<file path="src/rtl/mac_vec_feeder_if.sv">
// mac_vec_feeder_if: load stream in, MAC operand triples and status out.
interface mac_vec_feeder_if;
   logic [7:0] s_data;
   logic       s_valid;
   logic       s_ready;
   logic [7:0] mac_a;
   logic [7:0] mac_b;
   logic [7:0] mac_x;
   logic       mac_valid;
   logic       busy;
   logic       done;
   modport master (output s_data, s_valid, input s_ready, mac_a, mac_b, mac_x, mac_valid, busy, done);
   modport slave (input s_data, s_valid, output s_ready, mac_a, mac_b, mac_x, mac_valid, busy, done);
endinterface

</file>
<file path="src/rtl/mac_vec_feeder.sv">
// mac_vec_feeder: buffers a W/v/bias job from a byte stream, then issues M_ROWS*VEC_S MAC operand triples.
module mac_vec_feeder #(
   parameter int M_ROWS = 3,
   parameter int VEC_S  = 3,
   parameter int GAP    = 0
) (
   input logic             clk,
   input logic             reset,
   mac_vec_feeder_if.slave bus
);
   localparam int MV = M_ROWS * VEC_S;
   localparam int N  = MV + VEC_S + M_ROWS;
   localparam int AW = $clog2(N + 1);
   localparam logic [0:0] LOAD  = 1'b0;
   localparam logic [0:0] ISSUE = 1'b1;
   logic [0:0]    state;
   logic [AW-1:0] ld_cnt, w_ptr, r, k;
   logic [3:0]    gap;
   logic [7:0]    mem [2**AW];
   logic          xfer, last_w, last_k, last_t;
   assign xfer   = bus.s_valid & bus.s_ready;
   assign last_w = ld_cnt == AW'(N - 1);
   assign last_k = k == AW'(VEC_S - 1);
   assign last_t = last_k && r == AW'(M_ROWS - 1);
   // s_ready is low throughout ISSUE, so the buffer is frozen while it is read
   always_ff @(posedge clk)
      if (xfer) mem[ld_cnt] <= bus.s_data;
   always_ff @(posedge clk) begin
      if (reset) begin
         state         <= LOAD;
         ld_cnt        <= '0;
         w_ptr         <= '0;
         r             <= '0;
         k             <= '0;
         gap           <= '0;
         bus.s_ready   <= 1'b0;
         bus.mac_a     <= '0;
         bus.mac_b     <= '0;
         bus.mac_x     <= '0;
         bus.mac_valid <= 1'b0;
         bus.busy      <= 1'b0;
         bus.done      <= 1'b0;
      end else if (state == LOAD) begin
         bus.mac_valid <= 1'b0;
         bus.done      <= 1'b0;
         bus.busy      <= xfer || ld_cnt != '0;
         bus.s_ready   <= !(xfer && last_w);
         if (xfer) ld_cnt <= last_w ? '0 : ld_cnt + 1'b1;
         if (xfer && last_w) state <= ISSUE;
      end else if (gap != '0) begin
         bus.mac_valid <= 1'b0;
         gap           <= gap - 1'b1;
      end else begin
         bus.mac_a     <= mem[w_ptr];
         bus.mac_b     <= mem[AW'(MV) + k];
         bus.mac_x     <= mem[AW'(MV + VEC_S) + r];
         bus.mac_valid <= 1'b1;
         bus.done      <= last_t;
         w_ptr         <= last_t ? '0 : w_ptr + 1'b1;
         k             <= last_k ? '0 : k + 1'b1;
         r             <= last_t ? '0 : r + AW'(last_k);
         gap           <= last_t ? '0 : 4'(GAP);
         if (last_t) state <= LOAD;
      end
   end
endmodule

</file>
<file path="src/flat_wrapper.sv">
// flat-port wrapper written by rule: the top's interface ports become plain ports
module mac_vec_feeder_flat 
#(
   parameter int M_ROWS = 3,
   parameter int VEC_S  = 3,
   parameter int GAP    = 0
)
  (clk, reset, bus_s_data, bus_s_valid, bus_s_ready, bus_mac_a, bus_mac_b, bus_mac_x, bus_mac_valid, bus_busy, bus_done);
  mac_vec_feeder_if bus_i ();
  input logic clk;
  input logic reset;
  input wire logic [$bits(bus_i.s_data)-1:0] bus_s_data;
  input wire logic [$bits(bus_i.s_valid)-1:0] bus_s_valid;
  output wire logic [$bits(bus_i.s_ready)-1:0] bus_s_ready;
  output wire logic [$bits(bus_i.mac_a)-1:0] bus_mac_a;
  output wire logic [$bits(bus_i.mac_b)-1:0] bus_mac_b;
  output wire logic [$bits(bus_i.mac_x)-1:0] bus_mac_x;
  output wire logic [$bits(bus_i.mac_valid)-1:0] bus_mac_valid;
  output wire logic [$bits(bus_i.busy)-1:0] bus_busy;
  output wire logic [$bits(bus_i.done)-1:0] bus_done;
  assign bus_i.s_data = bus_s_data;
  assign bus_i.s_valid = bus_s_valid;
  assign bus_s_ready = bus_i.s_ready;
  assign bus_mac_a = bus_i.mac_a;
  assign bus_mac_b = bus_i.mac_b;
  assign bus_mac_x = bus_i.mac_x;
  assign bus_mac_valid = bus_i.mac_valid;
  assign bus_busy = bus_i.busy;
  assign bus_done = bus_i.done;
  mac_vec_feeder #(.M_ROWS(M_ROWS), .VEC_S(VEC_S), .GAP(GAP)) u_core (.clk(clk), .reset(reset), .bus(bus_i));
endmodule
</file>
<file path="config.mk">
export PLATFORM = sky130hd
export DESIGN_NAME = mac_vec_feeder_flat
export DESIGN_NICKNAME = d
export VERILOG_FILES = /design/src/rtl/mac_vec_feeder_if.sv /design/src/rtl/mac_vec_feeder.sv /design/src/flat_wrapper.sv
export SDC_FILE = /design/constraint.sdc
export NUM_CORES = 1
export LEC_CHECK = 0
export CAP_MARGIN = 20
export CORE_UTILIZATION = 50
export DETAILED_ROUTE_END_ITERATION = 7
export PLACE_DENSITY_LB_ADDON = 0.12
export SYNTH_ARGS = -nofsm -noshare
export SYNTH_HDL_FRONTEND = slang
export SYNTH_SLANG_ARGS = --single-unit
</file>
<file path="constraint.sdc">
create_clock -name clk -period 2.75 [get_ports clk]
set_input_delay 0.6875 -clock clk [delete_from_list [all_inputs] [get_ports clk]]
set_output_delay 0.6875 -clock clk [all_outputs]
set_load 0.005 [all_outputs]
</file>
* Yosys cells after proc, flatten, opt, wreduce, memory -nomap -nowiden
Memory sizes are Yosys's and may differ from the RTL's. A register that Yosys moved wholly into a read port is not among the register bits.
Cells that the tools add are included.
Widths: inputs -> output; s select.
** Storage, ports and cells
- Bits in registers :: 25
- RAM bits :: 128
- Word-level logic and storage cells :: 45
- Memories kept :: 1
** Cells by class
- Add/subtract/negate cells :: 7
- Eq/ne operators :: 3
- Mux-type cells :: 12
- Bitwise operators :: 3
- Reduce and logical (&&, ||, !) cells :: 9
** Memory list
- u_core.mem :: words 16, bits a word 8, rd ports 3, clocked after memory_dff 3, write ports 1, RTL line mac_vec_feeder.sv:19 : logic [7:0] mem [2**AW];
** Operators with widths (number)
- $mux 4 :: 5
- $add 4x1->4 const B :: 3
- $add 4x4->4 const A :: 2
- $eq 4x2->1 const B :: 2
- $reduce_bool 4->1 :: 2
- $mux 1 :: 7
- $add 4x1->4 :: 1
- $eq 4x4->1 const B :: 1
- $reduce_and 2->1 :: 2
- $sub 4x1->4 const B :: 1
- $logic_and 1x1->1 :: 2
- $not 1->1 :: 2
- $reduce_or 2->1 :: 1
- $and 1x1->1 :: 1
- $logic_not 1->1 :: 1
- $logic_or 1x1->1 :: 1

* Logic depth before layout (Yosys ltp)
Gate-level depths: netlist of the first run.
- Depth after elaboration :: 5
- Gate-level depth with buffers :: 10
- Depth with buffers taken out :: 8

* Least setup slack after synthesis of the first run
Ideal clock, no wire load.
- Path kind :: flip-flop to flip-flop
- Start :: reg u_core.k[0]
- End :: reg u_core.bus.mac_b[1] (read register of u_core.mem)
- Setup time :: 0.114 ns
- Arrival time :: 2.562 ns
- Setup slack :: 0.074 ns
- Stages on the path, launching flop included :: 11
- Buffers on the path :: 4
- Clock period less this slack :: 2.676 ns
- Cells stage by stage :: dfxtp_1 -> buf_4 -> buf_1 -> inv_1 -> ha_1 -> clkbuf_1 -> clkbuf_1 -> mux4_2 -> mux2i_1 -> o22ai_1 -> a21o_1
** Between the ends
- Longest elaborated chain between the ends :: 1
** Ends and longest elaborated chain
- from (decl) :: RTL line mac_vec_feeder.sv:17 : logic [AW-1:0] ld_cnt, w_ptr, r, k;
- from (signal assigned) :: RTL line mac_vec_feeder.sv:60 : k <= last_k ? '0 : k + 1'b1;
- $add 4x4->4 :: RTL line mac_vec_feeder.sv:55 : bus.mac_b <= mem[AW'(MV) + k];
- to (decl) :: RTL line mac_vec_feeder_if.sv:13 : modport slave (input s_data, s_valid, output s_ready, mac_a, mac_b, mac_x, mac_valid, busy, done);
Every way passes these cells.
A chain may end at the register's enable or synchronous reset.

* Worst setup path in the final report of the first run
- Start :: reg u_core.k[0]
- End :: reg u_core.bus.mac_b[2] (read register of u_core.mem)
The elaborated chain is that of the path after synthesis.

==> impl_results.md, run 1 <==
- Buf+Inv Stages, Crit Path: 2
- Post-Syn Nets: 579
- Clock slew at reported path FFs: 0.08 ns
- Final period utilization: between 80% and 90%
- Cell variety after synth: 40
- Synth top area share: 44.4%
- Slew HR: between 30% and 40%
- H-tree Lvls: 4
- CP max stage delay: 0.44 ns
- CTS tree: built
- Chip Height: 134 microns
- Fillers: roughly 1,300
- GRT Overall Usage: between 20 and 30%
- DP Wirelength: 15,700 microns
- Data arrival, critical path: 2.58 ns
- Drt first-iter violations: 700
- Final Hold Viols: 0
- Critical-path cell list: inv_1, ha_1, buf_4, mux4_2, mux2i_1, o22ai_1, a21o_1
- Gp weighted congestion: ~0.88
- Status: finished, final reports clean
- Cell Area, Placed: 9460 sq um
- Root Driver: clkbuf_16
- I/O pin count: 39
- Length of the first detailed-routing pass in iterations: 5
- YS warnings: 0
- Max Fclk: 444 MHz
- Post-synthesis sequential area ratio: 55.7%
- Post-synth EDFFs: 128
- Detail Route Antenna Nets: 0
- Final setup fails: 0
- Number of global-route vias before repair: 5,513
- VDD IR-drop max: 0.000438 V
- IO Port Bufs: 38
- Area growth syn-to-layout: 16.0%
- N_diodes: 0
- Worst EP required: 3.08 ns
- Final setup TNS: 0 ns
- First-pass GRT wire length: 34,600 microns
- Via-to-Cell Ratio: 6.62
- Post_cts resized: 0
- Hold_buf cts: 0
- Slew Limit Fails: 0
- Area contributors post-synth: edfxtp_1 44%, mux4_2 25%, dfxtp_1 11%
- Drt drc: 0
- Slew @ Worst Pin: 0.939 ns
- Initial Util: between 50% and 60%
- Post-CTS Setup Bufs: 0
- Post-synthesis cell area: about 8700 sq um
- Pre-CTS setup slack: 0.376 ns
- Critical path launch point type: flop
- GRT Residual Overflow: 0
- Clock sinks: 177
- WL final: between 20,000 and 25,000 microns
- #FFs+latches synth: roughly 180
- Critical-path maximum fanout: 33
- Full die area: 17,800 sq um
- Unrepaired setup endpoints after global routing: no
- CTS max path bufs: 2
- Tmin final: between 2 and 2.5 ns
- Clock Latency Late Sink: between 0.4 and 0.5 ns
- Ys flop type: edfxtp_1
- CP max-delay cell: buf_4
- Leak: 3.23 nW
- Placed insts: 809
- Final instance area: 10,000 sq um
- Layout Nets: 625
- Max Cap Violations: 0
- Syn Area/Cell: around 15 sq um
- Placement Rows: 47
- Cell Pwr Density: 532 nW/um^2
- Skew final: about 0.014 ns
- Ys async rst share: 0%
- Antenna violations before repair: 0
- Detailed-route wire length per cell: roughly 27 microns
- CTS Buf Count: 17
- Total core area: around 17,000 sq um
- Top delay family on crit path: multiplexers
- Worst setup margin: between 0.4 and 0.5 ns
- Total number of vias: approximately 5,600
- Die Wd: 134 microns
- Finished Layout Cells: 841
- CP Class: flop to flop
- Layout cells sized above 1: 27.2%
- Largest net degree at the start of global routing: 44
- Post-synth top area cell: edfxtp_1
- Hold Path Class: flop to flop
- CP Capture Type: flop
- Synth Instances: about 560
[layout make-up]
type	instances	area (sq um)	area share, %
clock buffers	17	425	4.24
flip-flops and latches	177	4830	48.1
inverters	4	15.0	0.150
well taps	220	275	2.74
repair buffers	74	713	7.10
multi-input cells	334	3630	36.2
clock inverters	15	153	1.52
[where the power goes]
part	switching [mW]	internal [mW]	total [mW]
Combinational	0.0608	0.0392	0.100
Sequential	0.0119	2.87	2.88
Clock	1.15	1.21	2.37
[routing by layer]
layer	vias up	global-route usage, %	routed length, microns	part of all wire (%)
li1	2381	-	-	-
met1	2832	38.0	9120	40
met2	313	40.0	10400	46
met3	42	9.97	2840	12
met4	0	9.03	420	1.8
met5	-	0	0	0
[sequential cells by signal (all words and copies together), names as in the netlist]
register	flops
u_core.mem	128
u_core.bus.mac_a	8
u_core.bus.mac_b	8
u_core.bus.mac_x	8
u_core.gap	4
u_core.k	4
u_core.ld_cnt	4
u_core.r	4
u_core.w_ptr	4
u_core.bus.busy	1
u_core.bus.done	1
u_core.bus.mac_valid	1
u_core.bus.s_ready	1
u_core.state	1
[layout by cell type (no fill, tap or decap), drive strengths merged, types with 3 or more instances in the layout]
cell type / n
nor2: 57
inv: 14
ha: 6
a21oi: 42
nor3: 6
a21o: 9
mux4: 96
or3: 4
buf: 36
nor2b: 4
clkdlybuf4s50: 38
clkinv: 3
xnor2: 6
nand4: 3
o22ai: 8
edfxtp: 128
a22oi: 32
dfxtp: 49
mux2i: 21
nand2: 14
clkbuf: 17
[synth_stat cells (2+ instances only)]
| cell | instances |
|---|---|
| a21o_1 | 9 |
| a22oi_1 | 32 |
| o21ai_0 | 2 |
| nor3_1 | 6 |
| clkbuf_1 | 28 |
| mux4_2 | 96 |
| nor2b_1 | 4 |
| inv_1 | 4 |
| xor2_1 | 2 |
| dfxtp_1 | 49 |
| nor3b_1 | 2 |
| nand4b_1 | 2 |
| or3_1 | 4 |
| buf_1 | 8 |
| buf_4 | 2 |
| nand2_1 | 14 |
| nand2b_1 | 2 |
| o22ai_1 | 8 |
| xnor2_1 | 6 |
| buf_2 | 9 |
| ha_1 | 6 |
| nand3_1 | 2 |
| nor2_1 | 57 |
| nand4_1 | 3 |
| a21oi_1 | 42 |
| and2_1 | 2 |
| edfxtp_1 | 128 |
| mux2i_1 | 21 |
[final timing paths]
path | startpoint | to | slack, ns | depth (start not counted)
max | u_core.k[0] | u_core.bus.mac_b[2] | 0.50 | 7
min | u_core.bus.mac_b[5] | u_core.bus.mac_b[5] | 0.46 | 1
max reg2reg | u_core.k[0] | u_core.bus.mac_b[2] | 0.50 | 7
min reg2reg | u_core.bus.mac_b[5] | u_core.bus.mac_b[5] | 0.46 | 1
[stage by stage]
stage / util [%] / power, mW / hold WS (ns)
global placement: 56.5 / 3.04 / 0.439
finish: 59.9 / 5.35 / 0.461
floorplan: - / 2.98 / 0.451
global route: 59.9 / 5.51 / 0.484
detailed placement: 56.5 / 3.04 / 0.452
CTS: 59.9 / 5.39 / 0.468
[cells by family after synthesis]
| kind of cell | after synthesis | share of synthesized area [%] |
|---|---|---|
| DFF | 177 | 55.7 |
| AOI/OAI and AO/OA | 100 | 7.30 |
| and+or+nand+nor | 103 | 5.48 |
| adders and majority gates | 6 | 0.867 |
| buffers and inverters | 51 | 2.43 |
| xor gates and xnor gates | 8 | 0.809 |
| muxes | 117 | 27.4 |
Note: power is estimated with default switching activity, not from simulation.
==> run 2, diff against run 1 <==
clock period = 1.95 ns   (was 2.75 ns; I/O delays follow)
==> impl_results.md, run 2 (same netlist as run 1, synthesis figures left out) <==
- Cell Pwr Density: 717 nW/um^2 (+35%)
- Max reg flops: 128 (unchanged)
- Length of the first detailed-routing pass in iterations: 6 (+1)
- Top register by number of flip-flops: u_core.mem
- Status: complete, but fails checks
- Tot Pwr: 7.49 mW (+40%)
- Cell Area, Placed: 9700 sq um (+2.5%)
- R2R Path Start: u_core.gap[0]
- CP max-delay cell: or3_4
- Max Cap Violations: 0 (unchanged)
- CP dominant cell by count: or3_4
- HP Start: u_core.bus.mac_b[3]
- Chip Height: 134 microns (unchanged)
- Area growth syn-to-layout: 20.7%
- DP Wirelength: 16,100 microns (+2.8%)
- Drt drc: 0 (unchanged)
- Placed insts: 833 (+3.0%)
- Buf+Inv Stages, Crit Path: 0 (-2)
- Most frequent cells in the layout: 128 x edfxtp_1, 96 x mux4_2, 57 x nor2_1, 52 x buf_4, 43 x dfxtp_1
- CP Capture Type: flop
- Hold_buf cts: 0 (unchanged)
- Die Wd: 134 microns (unchanged)
- CP max stage delay: 0.45 ns (about the same)
- Clock slew at reported path FFs: 0.07 ns (about the same)
- Most common cell after layout, fill and taps aside: edfxtp_1
- Critical-path cell list: or3b_4, or3_4, or3_4, o22ai_2, a21o_1
- Slack of the worst reg-to-reg path: -0.02 ns (-0.52 ns)
- Slew Limit Fails: 0 (unchanged)
- Root Driver: clkbuf_16
- VDD IR-drop max: 0.000720 V (+64%)
- CTS tree: built
- Top delay family on crit path: simple AND/OR/NAND/NOR gates
- CTS Buf Count: 17 (unchanged)
- Clock sinks: 177 (unchanged)
- I/O pin count: 39 (unchanged)
- Reg2reg path depth: 5 (-2)
- Largest net degree at the start of global routing: 44 (unchanged)
- Finished Layout Cells: 871 (+3.6%)
- WL final: 23,400 microns (+2.7%)
- Final period utilization: 101% (+19 points)
- CP Class: flop to flop
- Final instance area: 10,400 sq um (+4.0%)
- GRT Overall Usage: 27.6% (+0.26 points)
- Final Hold Viols: 0 (unchanged)
- Detail Route Antenna Nets: 0 (unchanged)
- Gp weighted congestion: 0.937 (+6.0%)
- Critical-path maximum fanout: 8 (-76%)
- Initial Util: 51.7% (unchanged)
- Layout cells sized above 1: 33.2% (+6.0 points)
- Final setup fails: 3 (+3)
- Slew @ Worst Pin: 0.656 ns (-0.282 ns)
- GRT Residual Overflow: 0 (unchanged)
- Worst EP required: 2.34 ns (-0.74 ns)
- Leak: 3.44 nW (+6.4%)
- Unrepaired setup endpoints after global routing: yes
- H-tree Lvls: 4 (unchanged)
- Skew final: 0.0119 ns (-0.00209 ns)
- Full die area: 17,800 sq um (unchanged)
- IO Port Bufs: 38 (unchanged)
- Hold Crit Depth: 1 (unchanged)
- N_diodes: 0 (unchanged)
- Tmin final: 1.97 ns (-0.278 ns)
- Drt first-iter violations: 737 (+5.3%)
- Min-Delay Endpoint: u_core.bus.mac_b[3]
- Detailed-route wire length per cell: 26.9 microns (-0.81%)
- Slew HR: 56.1% (+19 points)
- Number of global-route vias before repair: 5,568 (+1.0%)
- Via-to-Cell Ratio: 6.64 (+0.23%)
- Worst setup margin: -0.0230 ns (-0.522 ns)
- Data arrival, critical path: 2.37 ns (-0.21 ns)
- Fin util: 62.3% (+2.4 points)
- Critical path launch point type: flop
- First-pass GRT wire length: 34,800 microns (+0.72%)
- Max Fclk: 507 MHz (+14%)
- CTS max path bufs: 2 (unchanged)
- Clock Latency Late Sink: 0.45 ns (about the same)
- Failing checks: negative setup slack
- Antenna violations before repair: 0 (unchanged)
- Fillers: 1,212 (-6.0%)
- Total number of vias: 5,780 (+3.8%)
- Placement Rows: 47 (unchanged)
- Reg2reg end: u_core.bus.mac_b[2]
- Layout Nets: 655 (+4.8%)
- Pre-CTS setup slack: -0.251 ns (-0.627 ns)
- Total core area: 16,800 sq um (unchanged)
- Hold Path Class: flop to flop
-- run 2: area by class of cell --
type	instances	area, sq um	area share, %
Sequential cell	177	4830	46.3
Multi-Input combinational cell	334	3720	35.6
Timing Repair Buffer	104	1030	9.91
Clock buffer	17	425	4.07
Tap cell	220	275	2.64
Clock inverter	15	141	1.35
Inverter	4	15.0	0.144
-- run 2: timing repair --
action / in CTS / in global routing
setup buffers: 1 / 3
resized for setup: 8 / 13
pin swaps: 0 / 0
endpoints found under the setup margin: 10 / 15
gates cloned: 0 / 2
-- run 2: how the worst max path moves through the flow --
stage	startpoint	end	depth (start not counted)
2_1_floorplan	u_core.state	u_core.bus.mac_b[1]	8
3_3_place_gp	u_core.gap[0]	u_core.bus.mac_b[0]	5
3_5_place_dp	u_core.gap[0]	u_core.bus.mac_b[0]	5
4_1_cts	u_core.state	u_core.bus.mac_b[2]	5
5_1_grt	u_core.state	u_core.bus.mac_b[0]	5
6_report	u_core.gap[0]	u_core.bus.mac_b[2]	5
-- run 2: routing by layer --
| layer | track usage [%] | up-vias | wire length (microns) |
|---|---|---|---|
| met4 | 9.22 | 0 | 495 |
| met2 | 42.2 | 385 | 11100 |
| li1 | - | 2442 | - |
| met5 | 0 | - | 0 |
| met1 | 38.7 | 2910 | 9420 |
| met3 | 7.00 | 43 | 2410 |
-- run 2: metrics by stage --
| step | hold WS [ns] | setup TNS, ns |
|---|---|---|
| detailed placement | 0.445 | -7.51 |
| global placement | 0.433 | -6.42 |
| floorplan | 0.451 | -0.390 |
| global route | 0.479 | -0.162 |
| CTS | 0.461 | -0.00435 |
| finish | 0.458 | -0.0492 |
-- run 2: power by group --
part	leakage [nW]	total [mW]	internal, mW	switching (mW)
clock	0.279	3.28	1.70	1.59
combinational	1.61	0.152	0.0594	0.0923
sequential	1.55	4.06	4.04	0.0157
total	3.44	7.49	5.80	1.69
==> run 3, diff against run 2 <==
==> constraint.sdc (replaced) <==
create_clock -name clk -period 1.95 [get_ports clk]
set_input_delay 0.4875 -clock clk [delete_from_list [all_inputs] [get_ports clk]]
set_output_delay 0.4875 -clock clk [all_outputs]
set_load 0.1 [all_outputs]
==> impl_results.md, run 3 (same netlist as run 1, synthesis figures left out) <==
- Total core area: 16,800 sq um (unchanged)
- Critical path launch point type: flop
- Layout cells sized above 1: 38.9% (+5.7 points)
- Data arrival, critical path: 2.26 ns (-0.11 ns)
- HP Start: u_core.gap[1]
- Slew Limit Fails: 0 (unchanged)
- Tot Pwr: 7.81 mW (+4.2%)
- N_diodes: 0 (unchanged)
- Internal power: 6.16 mW (+6.3%)
- Most common cell after layout, fill and taps aside: edfxtp_1
- Met1 WL: 8950 microns (-5.0%)
- Worst setup margin: 0.0203 ns (+0.0434 ns)
- Max Fclk: 518 MHz (+2.2%)
- Detailed-route wire length per cell: 27.8 microns (+3.3%)
- Cell Area, Placed: 10,100 sq um (+3.7%)
- WL final: 24,300 microns (+3.9%)
- Unrepaired setup endpoints after global routing: yes
- Total number of vias: 5,900 (+2.1%)
- Critical-path maximum fanout: 13 (+5)
- Detail Route Antenna Nets: 0 (unchanged)
- H-tree Lvls: 4 (unchanged)
- IO Port Bufs: 38 (unchanged)
- Slew @ Worst Pin: 0.781 ns (+0.125 ns)
- Final setup fails: 0 (-3)
- GRT Residual Overflow: 0 (unchanged)
- R2R Path Start: u_core.k[0]
- Initial Util: 51.7% (unchanged)
- Fin util: 65.0% (+2.7 points)
- Drt drc: 0 (unchanged)
- Area growth syn-to-layout: 25.8%
- CP Capture Type: flop
- Antenna violations before repair: 0 (unchanged)
- Cell Pwr Density: 717 nW/um^2 (about the same)
- Worst Hold Slack: 0.484 ns (+0.0264 ns)
- First-pass GRT wire length: 36,800 microns (+5.7%)
- Switching Share: 21.1% (-1.5 points)
- DP Wirelength: 17,000 microns (+5.4%)
- I/O pin count: 39 (unchanged)
- Root Driver: clkbuf_16
- Layout Nets: 660 (+0.76%)
- Top register by number of flip-flops: u_core.mem
- Clock sinks: 177 (unchanged)
- CTS Buf Count: 17 (unchanged)
- Worst EP required: 2.28 ns (-0.06 ns)
- Max Used Layer: met4
- Final setup TNS: 0 ns (+0.0492 ns)
- Status: finished, final reports clean
- Clock group share of total power: 45.7% (+1.9 points)
- Most frequent cells in the layout: 128 x edfxtp_1, 96 x mux4_2, 57 x nor2_1, 55 x buf_4, 43 x dfxtp_1
- Net load switching power: 1.65 mW (-2.8%)
- Comb pwr share: 2.3% (+0.3 points)
- Clock slew at reported path FFs: 0.07 ns (about the same)
- CTS tree: built
- Max Cap Violations: 0 (unchanged)
- CTS max path bufs: 2 (unchanged)
- Slew HR: 47.7% (-8.4 points)
- Largest net degree at the start of global routing: 44 (unchanged)
- Hold Path Class: flop to flop
- Die Wd: 134 microns (unchanged)
- Routed wl met2: 12,500 microns (+13%)
- Critical Path Source: u_core.k[0]
- Finished Layout Cells: 876 (+0.57%)
- Number of global-route vias before repair: 6,029 (+8.3%)
- Gp weighted congestion: 0.894 (-4.7%)
- Share of power burned in registers: 52.0% (-2.2 points)
- Length of the first detailed-routing pass in iterations: 5 (-1)
- Clock Latency Late Sink: 0.43 ns (-0.02 ns)
- Final instance area: 10,900 sq um (+4.3%)
- Max reg flops: 128 (unchanged)
- Chip Height: 134 microns (unchanged)
- GRT Overall Usage: 29.1% (+1.6 points)
- Met3 routed WL: 1930 microns (-20%)
- Final Hold Viols: 0 (unchanged)
- Placed insts: 839 (+0.72%)
- CP Class: flop to flop
- Final period utilization: 99.0% (-2.2 points)
- Full die area: 17,800 sq um (unchanged)
- VDD IR-drop max: 0.000682 V (-5.2%)
- Via-to-Cell Ratio: 6.74 (+1.5%)
- Leak: 3.64 nW (+6.0%)
- Tmin final: 1.93 ns (-0.0434 ns)
- Pre-CTS setup slack: -0.136 ns (+0.115 ns)
- Skew final: 0.00829 ns (-0.00365 ns)
- Placement Rows: 47 (unchanged)
- Drt first-iter violations: 648 (-12%)
run 3: changes by cell type in the layout (fill, tap and decap cells not counted), moves of 2 or more:
cell             change
dfxtp_2              -3
buf_4                +3
o22ai_2              +3
buf_12              +28
clkbuf_16            -2
bufbuf_16            +2
clkbuf_1             +2
inv_8                -3
bufinv_16            +3
buf_6                +2
clkdlybuf4s50_1     -28
dfxtp_4              +3
o22ai_1              -3
run 3: path summary, 6_finish.rpt:
check / endpoint / slack (ns) / cells after the start
min reg2reg: u_core.gap[1] / 0.48 / 2
min: u_core.gap[1] / 0.48 / 2
max reg2reg: u_core.bus.mac_b[4] / 0.02 / 7
max: u_core.bus.mac_b[4] / 0.02 / 7
run 3: final cells by class:
cell class,instances,area (sq um)
fillers,1185,5870
flip-flops and latches,177,4840
well taps,220,275
inverters,4,17.5
repair buffers,109,1380
clock inverters,13,175
clock buffers,19,433
multi-input cells,334,3770
run 3: power groups by stage:
| stage | logic [mW] | registers, mW | clock network, mW |
|---|---|---|---|
| detailed placement | 0.177 | 4.14 | 0 |
| global route | 0.189 | 4.06 | 3.78 |
| floorplan | 0.0626 | 4.15 | 0 |
| finish | 0.179 | 4.06 | 3.57 |
| global placement | 0.174 | 4.14 | 0 |
| CTS | 0.178 | 4.06 | 3.61 |
run 3: routing by layer:
metal,up-vias,GRT usage [%]
met5,-,0
met4,0,14.5
met3,60,7.04
met2,367,48.0
met1,3024,36.1
li1,2449,-
run 3: repair_timing:
item | in CTS | in global routing
hold buffers | 0 | 0
setup endpoints to repair | 10 | 19
buffers inserted | 2 | 1
pin swaps | 1 | 1
cloned | 2 | 0
gates resized for setup | 9 | 17
hold endpoints to repair | 0 | 0
run 3: critical path, stage by stage (launching register included):
cell and delay (ns):
dfxtp_4 0.41, inv_4 0.05, ha_4 0.33, buf_12 0.17
mux4_2 0.37, mux2i_2 0.21, o22ai_2 0.13, a21o_1 0.16
